File: config.mk
export PLATFORM = sky130hd
export DESIGN_NAME = fp_exception_unit
export DESIGN_NICKNAME = d
export VERILOG_FILES = /design/src/rtl/fp_exception_unit_pkg.sv /design/src/rtl/fp_classify.sv /design/src/rtl/fp_exception_unit.sv
export SDC_FILE = /design/constraint.sdc
export NUM_CORES = 1
export LEC_CHECK = 0
export ABC_CLOCK_PERIOD_IN_PS = 3200
export CAP_MARGIN = 20
export CORE_MARGIN = 1
export CORE_UTILIZATION = 45
export CTS_BUF_LIST = sky130_fd_sc_hd__clkbuf_4
export DETAILED_ROUTE_END_ITERATION = 7
export PLACE_DENSITY = 0.82
export REMOVE_ABC_BUFFERS = 1
export SLEW_MARGIN = 20
export SYNTH_ARGS = -nofsm -noshare
export SYNTH_HDL_FRONTEND = slang
export SYNTH_HIERARCHICAL = 1
export SYNTH_SLANG_ARGS = --single-unit
File: constraint.sdc
create_clock -name i_clk -period 3.2 [get_ports i_clk]
set_clock_uncertainty 0.1 [all_clocks]
set_input_delay 0.64 -clock i_clk [delete_from_list [all_inputs] [get_ports i_clk]]
set_output_delay 0.64 -clock i_clk [all_outputs]
set_load 0.01 [all_outputs]
File: src/rtl/fp_exception_unit_pkg.sv
// fp_exception_unit_pkg: op codes, exception codes and flag mapping shared by the exception unit.
package fp_exception_unit_pkg;
    typedef enum logic [1:0] {
        OP_ADD = 2'b00,
        OP_SUB = 2'b01,
        OP_MUL = 2'b10,
        OP_DIV = 2'b11
    } fp_op_e;

    typedef enum logic [1:0] {
        EXC_NONE    = 2'b00,
        EXC_INVALID = 2'b01,
        EXC_DIVZ    = 2'b10,
        EXC_SPECIAL = 2'b11
    } exc_e;

    localparam int FLAG_W = 3;

    // Sticky flag layout is {special, divzero, invalid}
    function automatic logic [FLAG_W-1:0] exc_flag(exc_e e);
        return {e == EXC_SPECIAL, e == EXC_DIVZ, e == EXC_INVALID};
    endfunction
endpackage

File: src/rtl/fp_classify.sv
// fp_classify: splits a minifloat operand into sign and NaN/inf/zero classes.
module fp_classify #(
    parameter int EXP_W = 4,
    parameter int MAN_W = 3
) (
    input  logic [EXP_W+MAN_W:0] i_op,
    output logic                 o_sign,
    output logic                 o_is_nan,
    output logic                 o_is_inf,
    output logic                 o_is_zero
);
    logic w_exp_ones;
    logic w_exp_zero;
    logic w_man_zero;

    assign w_exp_ones = &i_op[MAN_W +: EXP_W];
    assign w_exp_zero = ~|i_op[MAN_W +: EXP_W];
    assign w_man_zero = ~|i_op[MAN_W-1:0];
    assign o_sign     = i_op[EXP_W+MAN_W];
    assign o_is_nan   = w_exp_ones && !w_man_zero;
    assign o_is_inf   = w_exp_ones && w_man_zero;
    assign o_is_zero  = w_exp_zero && w_man_zero;
endmodule

File: src/rtl/fp_exception_unit.sv
// fp_exception_unit: pipelined exception detector for the minifloat FPU with sticky flags and a
// saturating exception counter behind a one-deep registered valid/ready stage.
module fp_exception_unit
    import fp_exception_unit_pkg::*;
#(
    parameter int EXP_W = 4,
    parameter int MAN_W = 3,
    parameter int CNT_W = 8
) (
    input  logic                   i_clk,
    input  logic                   i_rst_n,
    input  logic                   i_in_valid,
    output logic                   o_in_ready,
    input  logic [1:0]             i_fp_operation,
    input  logic [EXP_W+MAN_W:0]   i_op_a,
    input  logic [EXP_W+MAN_W:0]   i_op_b,
    output logic                   o_out_valid,
    input  logic                   i_out_ready,
    output logic                   o_op_is_exception,
    output logic [1:0]             o_fp_exce,
    output logic [EXP_W+MAN_W:0]   o_default_result,
    output logic [FLAG_W-1:0]      o_sticky_flags,
    output logic [CNT_W-1:0]       o_exc_count,
    input  logic                   i_flag_clr
);
    localparam int W = 1 + EXP_W + MAN_W;

    logic              w_a_sign, w_a_nan, w_a_inf, w_a_zero;
    logic              w_b_sign, w_b_nan, w_b_inf, w_b_zero;
    logic              w_b_sign_eff;
    logic              w_sign_xor;
    logic              w_in_fire;
    exc_e              w_exc;
    logic [W-1:0]      w_res;
    logic [W-1:0]      w_qnan;
    logic [FLAG_W-1:0] w_flags_base;
    logic [CNT_W-1:0]  w_cnt_base;

    logic              r_valid;
    exc_e              r_exc;
    logic [W-1:0]      r_res;
    logic [FLAG_W-1:0] r_flags;
    logic [CNT_W-1:0]  r_cnt;

    fp_classify #(.EXP_W(EXP_W), .MAN_W(MAN_W)) u_cls_a (
        .i_op(i_op_a), .o_sign(w_a_sign), .o_is_nan(w_a_nan), .o_is_inf(w_a_inf), .o_is_zero(w_a_zero)
    );
    fp_classify #(.EXP_W(EXP_W), .MAN_W(MAN_W)) u_cls_b (
        .i_op(i_op_b), .o_sign(w_b_sign), .o_is_nan(w_b_nan), .o_is_inf(w_b_inf), .o_is_zero(w_b_zero)
    );

    assign o_in_ready   = !r_valid || i_out_ready;
    assign w_in_fire    = i_in_valid && o_in_ready;
    assign w_b_sign_eff = w_b_sign ^ (i_fp_operation == OP_SUB);
    assign w_sign_xor   = w_a_sign ^ w_b_sign;
    assign w_qnan       = {1'b0, {EXP_W{1'b1}}, 1'b1, {(MAN_W-1){1'b0}}};

    always_comb begin
        w_exc = EXC_NONE;
        w_res = '0;
        if (w_a_nan || w_b_nan) begin
            w_exc = EXC_INVALID;
            w_res = w_qnan;
        end else begin
            case (i_fp_operation)
                OP_ADD, OP_SUB: begin
                    if (w_a_inf && w_b_inf && (w_a_sign != w_b_sign_eff)) begin
                        w_exc = EXC_INVALID;
                        w_res = w_qnan;
                    end else if (w_a_inf || w_b_inf) begin
                        w_exc = EXC_SPECIAL;
                        w_res = {w_a_inf ? w_a_sign : w_b_sign_eff, {EXP_W{1'b1}}, {MAN_W{1'b0}}};
                    end
                end
                OP_MUL: begin
                    if ((w_a_zero && w_b_inf) || (w_a_inf && w_b_zero)) begin
                        w_exc = EXC_INVALID;
                        w_res = w_qnan;
                    end else if (w_a_inf || w_b_inf) begin
                        w_exc = EXC_SPECIAL;
                        w_res = {w_sign_xor, {EXP_W{1'b1}}, {MAN_W{1'b0}}};
                    end
                end
                default: begin
                    if ((w_a_zero && w_b_zero) || (w_a_inf && w_b_inf)) begin
                        w_exc = EXC_INVALID;
                        w_res = w_qnan;
                    end else if (w_a_inf || w_b_zero) begin
                        w_exc = w_a_inf ? EXC_SPECIAL : EXC_DIVZ;
                        w_res = {w_sign_xor, {EXP_W{1'b1}}, {MAN_W{1'b0}}};
                    end else if (w_b_inf) begin
                        w_exc = EXC_SPECIAL;
                        w_res = {w_sign_xor, {(W-1){1'b0}}};
                    end
                end
            endcase
        end
    end

    // A same-cycle clear is applied before the new exception is accumulated
    assign w_flags_base = i_flag_clr ? '0 : r_flags;
    assign w_cnt_base   = i_flag_clr ? '0 : r_cnt;

    always_ff @(posedge i_clk) begin
        if (!i_rst_n) begin
            r_valid <= 1'b0;
            r_exc   <= EXC_NONE;
            r_res   <= '0;
            r_flags <= '0;
            r_cnt   <= '0;
        end else begin
            if (w_in_fire) begin
                r_valid <= 1'b1;
                r_exc   <= w_exc;
                r_res   <= w_res;
            end else if (i_out_ready) begin
                r_valid <= 1'b0;
            end
            if (w_in_fire && (w_exc != EXC_NONE)) begin
                r_flags <= w_flags_base | exc_flag(w_exc);
                r_cnt   <= (&w_cnt_base) ? w_cnt_base : w_cnt_base + CNT_W'(1);
            end else if (i_flag_clr) begin
                r_flags <= '0;
                r_cnt   <= '0;
            end
        end
    end

    assign o_out_valid       = r_valid;
    assign o_fp_exce         = r_exc;
    assign o_op_is_exception = r_exc != EXC_NONE;
    assign o_default_result  = r_res;
    assign o_sticky_flags    = r_flags;
    assign o_exc_count       = r_cnt;
endmodule

== After elaboration in Yosys (flattened, before gate mapping) ==
Index checks and enable logic that the tools add are counted.

* Memory bits (writable): 0
* ROM bits: 0
* Output and inout port bits: 24
* Bits in registers: 22
* Memories kept: 0
* Input bits: 23
* Latch bits: 0
* Word-level logic and storage cells: 77

* Shifts and indexed selects: 0
* $mul: 0
* Reduce and logical (&&, ||, !) cells: 36
* Eq/ne operators: 6
* Magnitude comparators: 0
* Divide/modulo/power cells: 0
* Add/subtract/negate cells: 1
* Multiplexer cells: 26
* Bitwise operators: 3

{| class="wikitable"
|+ Operators with widths
! operator !! count
|-
| 2-to-1 mux 8 bit || 11
|-
| one-hot mux 8 bit (2 select lines) || 1
|-
| 2-to-1 mux 2 bit || 7
|-
| logical AND 1 bit || 13
|-
| adder 8 x 1 -> 8 bit, second input constant || 1
|-
| AND reduction 4 bit || 2
|-
| AND reduction 8 bit || 1
|-
| OR reduction 4 bit || 2
|-
| == test 2 bit, second input constant || 3
|-
| logical OR 1 bit || 6
|-
| 2-to-1 mux 3 bit || 2
|-
| nonzero test 2 bit || 3
|-
| OR reduction 3 bit || 2
|-
| logical NOT 1 bit || 5
|-
| == test 2 x 1 -> 1 bit, second input constant || 2
|-
| 2-to-1 mux 1 bit || 4
|-
| one-hot mux 2 bit (2 select lines) || 1
|-
| bitwise OR 3 bit || 1
|-
| logical NOT 2 bit || 1
|-
| OR reduction 2 bit || 1
|-
| bitwise XOR 1 bit || 2
|-
| inequality test 1 bit || 1
|}

== Longest topological paths before layout ==
Gate-level depths: netlist of the first run.

* Depth in word-level cells: 11
* Gate-level depth with buffers: 9
* Gate-level depth less buffers: 8

== Hierarchy ==
Netlist of the first run, hierarchy kept.

{| class="wikitable"
|+ Modules (own cells, without submodules)
! module !! seq. area each (um^2) !! cells an instance !! instances !! area an instance (um^2)
|-
| fp_exception_unit || 340.3 || 138 || 1 || 1,147.4
|-
| fp_classify || 0.0 || 7 || 2 || 41.3
|}

== Worst setup path after synthesis of the first run ==
Ideal clock, no wire load.

* Kind: input to register
* Start point: input i_op_b[5]
* End point: register r_cnt[7] (netlist: o_exc_count[7])
* Setup slack: 0.627 ns
* Cell stages on the path: 8
* Required time: 3.009 ns
* Buffers on the path: 0
* Arrival: 2.382 ns
* Library setup time: 0.091 ns
* Path through: nand4_1 nor4_1 inv_1 o221ai_2 nor3_4 nand2b_4 a2bb2oi_1 a311oi_1

* Elaborated cells on any way between the ends: 27
* Classes of those cells: 9 x mux; 18 x reduce/logical

{| class="wikitable"
|+ RTL lines
! element !! line !! RTL
|-
| start, declared || fp_exception_unit.sv:16 || <nowiki>input logic [EXP_W+MAN_W:0] i_op_b,</nowiki>
|-
| AND reduction 4 bit * || fp_classify.sv:16 || <nowiki>assign w_exp_ones = &i_op[MAN_W +: EXP_W];</nowiki>
|-
| logical AND 1 bit * || fp_classify.sv:21 || <nowiki>assign o_is_inf = w_exp_ones && w_man_zero;</nowiki>
|-
| via w_b_inf || fp_exception_unit.sv:29 || <nowiki>logic w_b_sign, w_b_nan, w_b_inf, w_b_zero;</nowiki>
|-
| 2-to-1 mux 2 bit, or another cell as far along || fp_exception_unit.sv:91 || <nowiki>end else if (w_b_inf) begin</nowiki>
|-
| 2-to-1 mux 2 bit, or another cell as far along || fp_exception_unit.sv:88 || <nowiki>end else if (w_a_inf || w_b_zero) begin</nowiki>
|-
| 2-to-1 mux 2 bit, on equally long branches || fp_exception_unit.sv:85, fp_exception_unit.sv:67, fp_exception_unit.sv:76 ||
|-
| one-hot mux 2 bit (2 select lines) * || fp_exception_unit.sv:65 || <nowiki>case (i_fp_operation)</nowiki>
|-
| 2-to-1 mux 2 bit * || fp_exception_unit.sv:61 || <nowiki>if (w_a_nan || w_b_nan) begin</nowiki>
|-
| nonzero test 2 bit * || fp_exception_unit.sv:119 || <nowiki>if (w_in_fire && (w_exc != EXC_NONE)) begin</nowiki>
|-
| logical AND 1 bit * || fp_exception_unit.sv:119 ||
|-
| 2-to-1 mux 8 bit * || fp_exception_unit.sv:119 ||
|-
| end signal, assigned || fp_exception_unit.sv:121 || <nowiki>r_cnt <= (&w_cnt_base) ? w_cnt_base : w_cnt_base + CNT_W'(1);</nowiki>
|-
| end, declared || fp_exception_unit.sv:43 || <nowiki>logic [CNT_W-1:0] r_cnt;</nowiki>
|}

The timed path passes the listed nets; every way through them passes the cells marked *.
A chain may end at the register's enable or synchronous reset.

== Final worst setup path of the first run ==
* Start point: input i_op_b[4]
* End point: register r_cnt[7] (netlist: o_exc_count[7])

* Word-level cells in the longest chain between the ends: 11
* Elaborated cells on any way between the ends: 27
* Classes of those cells: 9 x mux; 18 x reduce/logical

{| class="wikitable"
|+ RTL lines
! element !! line !! RTL
|-
| OR reduction 4 bit * || fp_classify.sv:17 || <nowiki>assign w_exp_zero = ~|i_op[MAN_W +: EXP_W];</nowiki>
|-
| logical NOT 1 bit * || fp_classify.sv:17 ||
|-
| logical AND 1 bit * || fp_classify.sv:22 || <nowiki>assign o_is_zero = w_exp_zero && w_man_zero;</nowiki>
|-
| via w_b_zero || fp_exception_unit.sv:29 ||
|-
| logical OR 1 bit, or another cell as far along || fp_exception_unit.sv:88 ||
|-
| 2-to-1 mux 2 bit, or another cell as far along || fp_exception_unit.sv:88 ||
|-
| 2-to-1 mux 2 bit, on equally long branches || fp_exception_unit.sv:85, fp_exception_unit.sv:76 ||
|-
| one-hot mux 2 bit (2 select lines) * || fp_exception_unit.sv:65 ||
|-
| 2-to-1 mux 2 bit * || fp_exception_unit.sv:61 ||
|-
| nonzero test 2 bit * || fp_exception_unit.sv:119 ||
|-
| logical AND 1 bit * || fp_exception_unit.sv:119 ||
|-
| 2-to-1 mux 8 bit * || fp_exception_unit.sv:119 ||
|}

Marked as above.

==> metrics, run 1 <==
area of the mapped netlist=1230 um^2; Starting Density=0.4876; status=complete, no violations; GRT Overall Usage=0.2336; crit-path cells=clkdlybuf4s50_1 -> nor4_1 -> and2_1 -> and3_1 -> o221ai_2 -> nor3_4 -> nand2b_4 -> nor3b_1 -> a311oi_1; die width=54.28 um; PwrDens=roughly 270 nW/um^2; die height=54.28 um; number of port buffers=44; Max Cap Viol=0; design area=1678 um^2; total CTS buffers=3; fraction of layout cells with a size suffix above 1=0.1204; antenna violations before repair=0; Seq/Total Area, Yosys=0.2767; Primary FF master, synth=dfxtp_1; Post-DP HPWL=2441 um; largest net degree at the start of global routing=14; RSZ-0062 raised after global routing=false; crit-path max cell delay=between 400 and 500 ps; CTS tree=yes; number of synthesized flops with an enable pin=0; RePlAce Congestion=~0.85; Nets=around 220; H-tree depth=1; CP Max Fanout=9; postcts setup bufs=0; Synth cell types=between 50 and 60; CP max-delay cell=clkdlybuf4s50_1; min Tclk post-route=2778 ps; Post-Syn Instances=around 150; final WL=3123 um; final setup fails=0; commonest non-fill, non-tap cells in the layout=clkdlybuf4s50_1 (44), nor2_1 (17), dfxtp_1 (17); Synth async-reset ratio=0; Clock Latency Late Sink=~300 ps; Static Leak=0.6119 nW; Max Transition Viols Final=0; area post-placement=around 1600 um^2; Layout area overhead=36.42%; post-synthesis register bit count=17; Worst Hold Class=register to register; Critical Path RT=3300 ps; Vias=roughly 1200; setup_tns=0 ps; via density per instance=5.561; Final Hold Fails=0; Iteration-0 DRC Markers=40; Clock Sink Count=17; Syn Area/Cell=8.092 um^2; grt ovf=0; final antenna-violating net count=0; most common cell after layout, fill and taps aside=clkdlybuf4s50_1; Fmax=0.3600 GHz; CTS Hold Buffers Added=0; CP Buf/Inv Count=1; Post-CTS Resized=0; yosys warns=6; Crit path max-delay family=simple AND/OR/NAND/NOR gates; vias in the first global route=approximately 1200; final core occ=0.6652; Tcrit/Tclk final=0.8681; DRC errors left=0; crit path DAT=2880 ps; I/O pin cnt=47; Core ar.=2522 um^2; die area=2946 um^2; crit path capture type=register; Max Root-Sink Buffers=2; clk slew on worst S/H paths=roughly 100 ps; VDD IR max=252.0 uV; Rows=18; DRT Pass-1 Iters=4; CP Class=input pin to register; ANT cells=0; global-route wire length before repair=just under 5000 um; DR WL/cell=around 14 um; root buf cell=clkbuf_4; CP Launch Type=input pin
cell families after synthesis:
| logic type | share of synthesized area |
|---|---|
| AO/OA/AOI/OAI | 0.1882 |
| XOR/XNOR | 0.04273 |
| adder cells (fa/ha/maj) | 0.01017 |
| buffers and inverters | 0.1058 |
| flip-flops | 0.2767 |
| multiplexers | 0.03459 |
| other | 0.003049 |
| AND/OR/NAND/NOR | 0.3388 |
per-layer routing:
| metal | track usage | vias to the layer above | wire, um |
|---|---|---|---|
| met5 | 0 | - | 0 |
| met4 | 0.05556 | 0 | 29 |
| met3 | 0.06389 | 5 | 199 |
| met2 | 0.4268 | 43 | 1607 |
| met1 | 0.2657 | 567 | 1286 |
| li1 | - | 614 | - |
registers in the layout, indices dropped and copies added (netlist names):
| register | cells |
|---|---|
| o_fp_exce | 2 |
| o_sticky_flags | 3 |
| o_out_valid | 1 |
| o_default_result | 3 |
| o_exc_count | 8 |
synth_stat cells, drive strengths merged (4+ instances only):
cell | count | share of area
a21oi | 7 | 0.028
and2 | 4 | 0.020
buf | 13 | 0.078
dfxtp | 17 | 0.28
inv | 8 | 0.024
nand2 | 8 | 0.024
nand2b | 4 | 0.033
nand3 | 6 | 0.024
nor2 | 18 | 0.057
nor2b | 6 | 0.031
nor3 | 11 | 0.067
nor4 | 4 | 0.020
o21ai | 5 | 0.023
xnor2 | 4 | 0.028
worst min-delay path, cell delays in order (launching register included):
cell     delay [ps]
dfxtp_1         320
nand2_1          60
a21oi_1          50
stage by stage:
step	setup WS [ps]	hold slack (ps)	instances	power [mW]
floorplan	256.2	376.2	139	0.2629
global placement	271.5	342.8	217	0.3227
detailed placement	193.3	354.5	217	0.3264
CTS	428.4	368.7	221	0.4538
global route	206.4	383.6	221	0.4707
finish	421.9	373.5	221	0.4511
layout make-up:
| class | count | area (um^2) |
|---|---|---|
| clock buffers | 4 | 30.03 |
| multi-input cells | 114 | 769.5 |
| fillers | 213 | 844.6 |
| well taps | 30 | 37.54 |
| flip-flops and latches | 17 | 340.3 |
| repair buffers | 48 | 470.5 |
| inverters | 8 | 30.03 |
path summary, 6_finish.rpt:
kind	startpoint	endpoint	slack, ps	depth (start not counted)
max	i_op_b[4]	o_exc_count[7]	420	9
min	o_default_result[7]	o_default_result[7]	370	2
max reg2reg	o_exc_count[0]	o_exc_count[5]	1190	8
min reg2reg	o_default_result[7]	o_default_result[7]	370	2
report_power, final:
group | leakage [nW] | switching (mW) | total (mW) | internal, mW
Combinational | 0.456 | 0.0484 | 0.104 | 0.0552
Clock | 0.0184 | 0.0714 | 0.129 | 0.0572
Sequential | 0.138 | 0.00303 | 0.219 | 0.216
Total | 0.612 | 0.123 | 0.451 | 0.328
Power figures use the tool's default switching activity.
==> run 2, diff against run 1 <==
Settings changed: CTS_CLUSTER_DIAMETER set to 50.
==> results of run 2 <==
No change in the layout: final DEF, timing and power equal those of run 1.
==> run 3, diff against run 2 <==
Settings changed: SLEW_MARGIN 20 to 30.
==> results of run 3 <==
No change in the layout: final DEF, timing and power equal those of run 1.
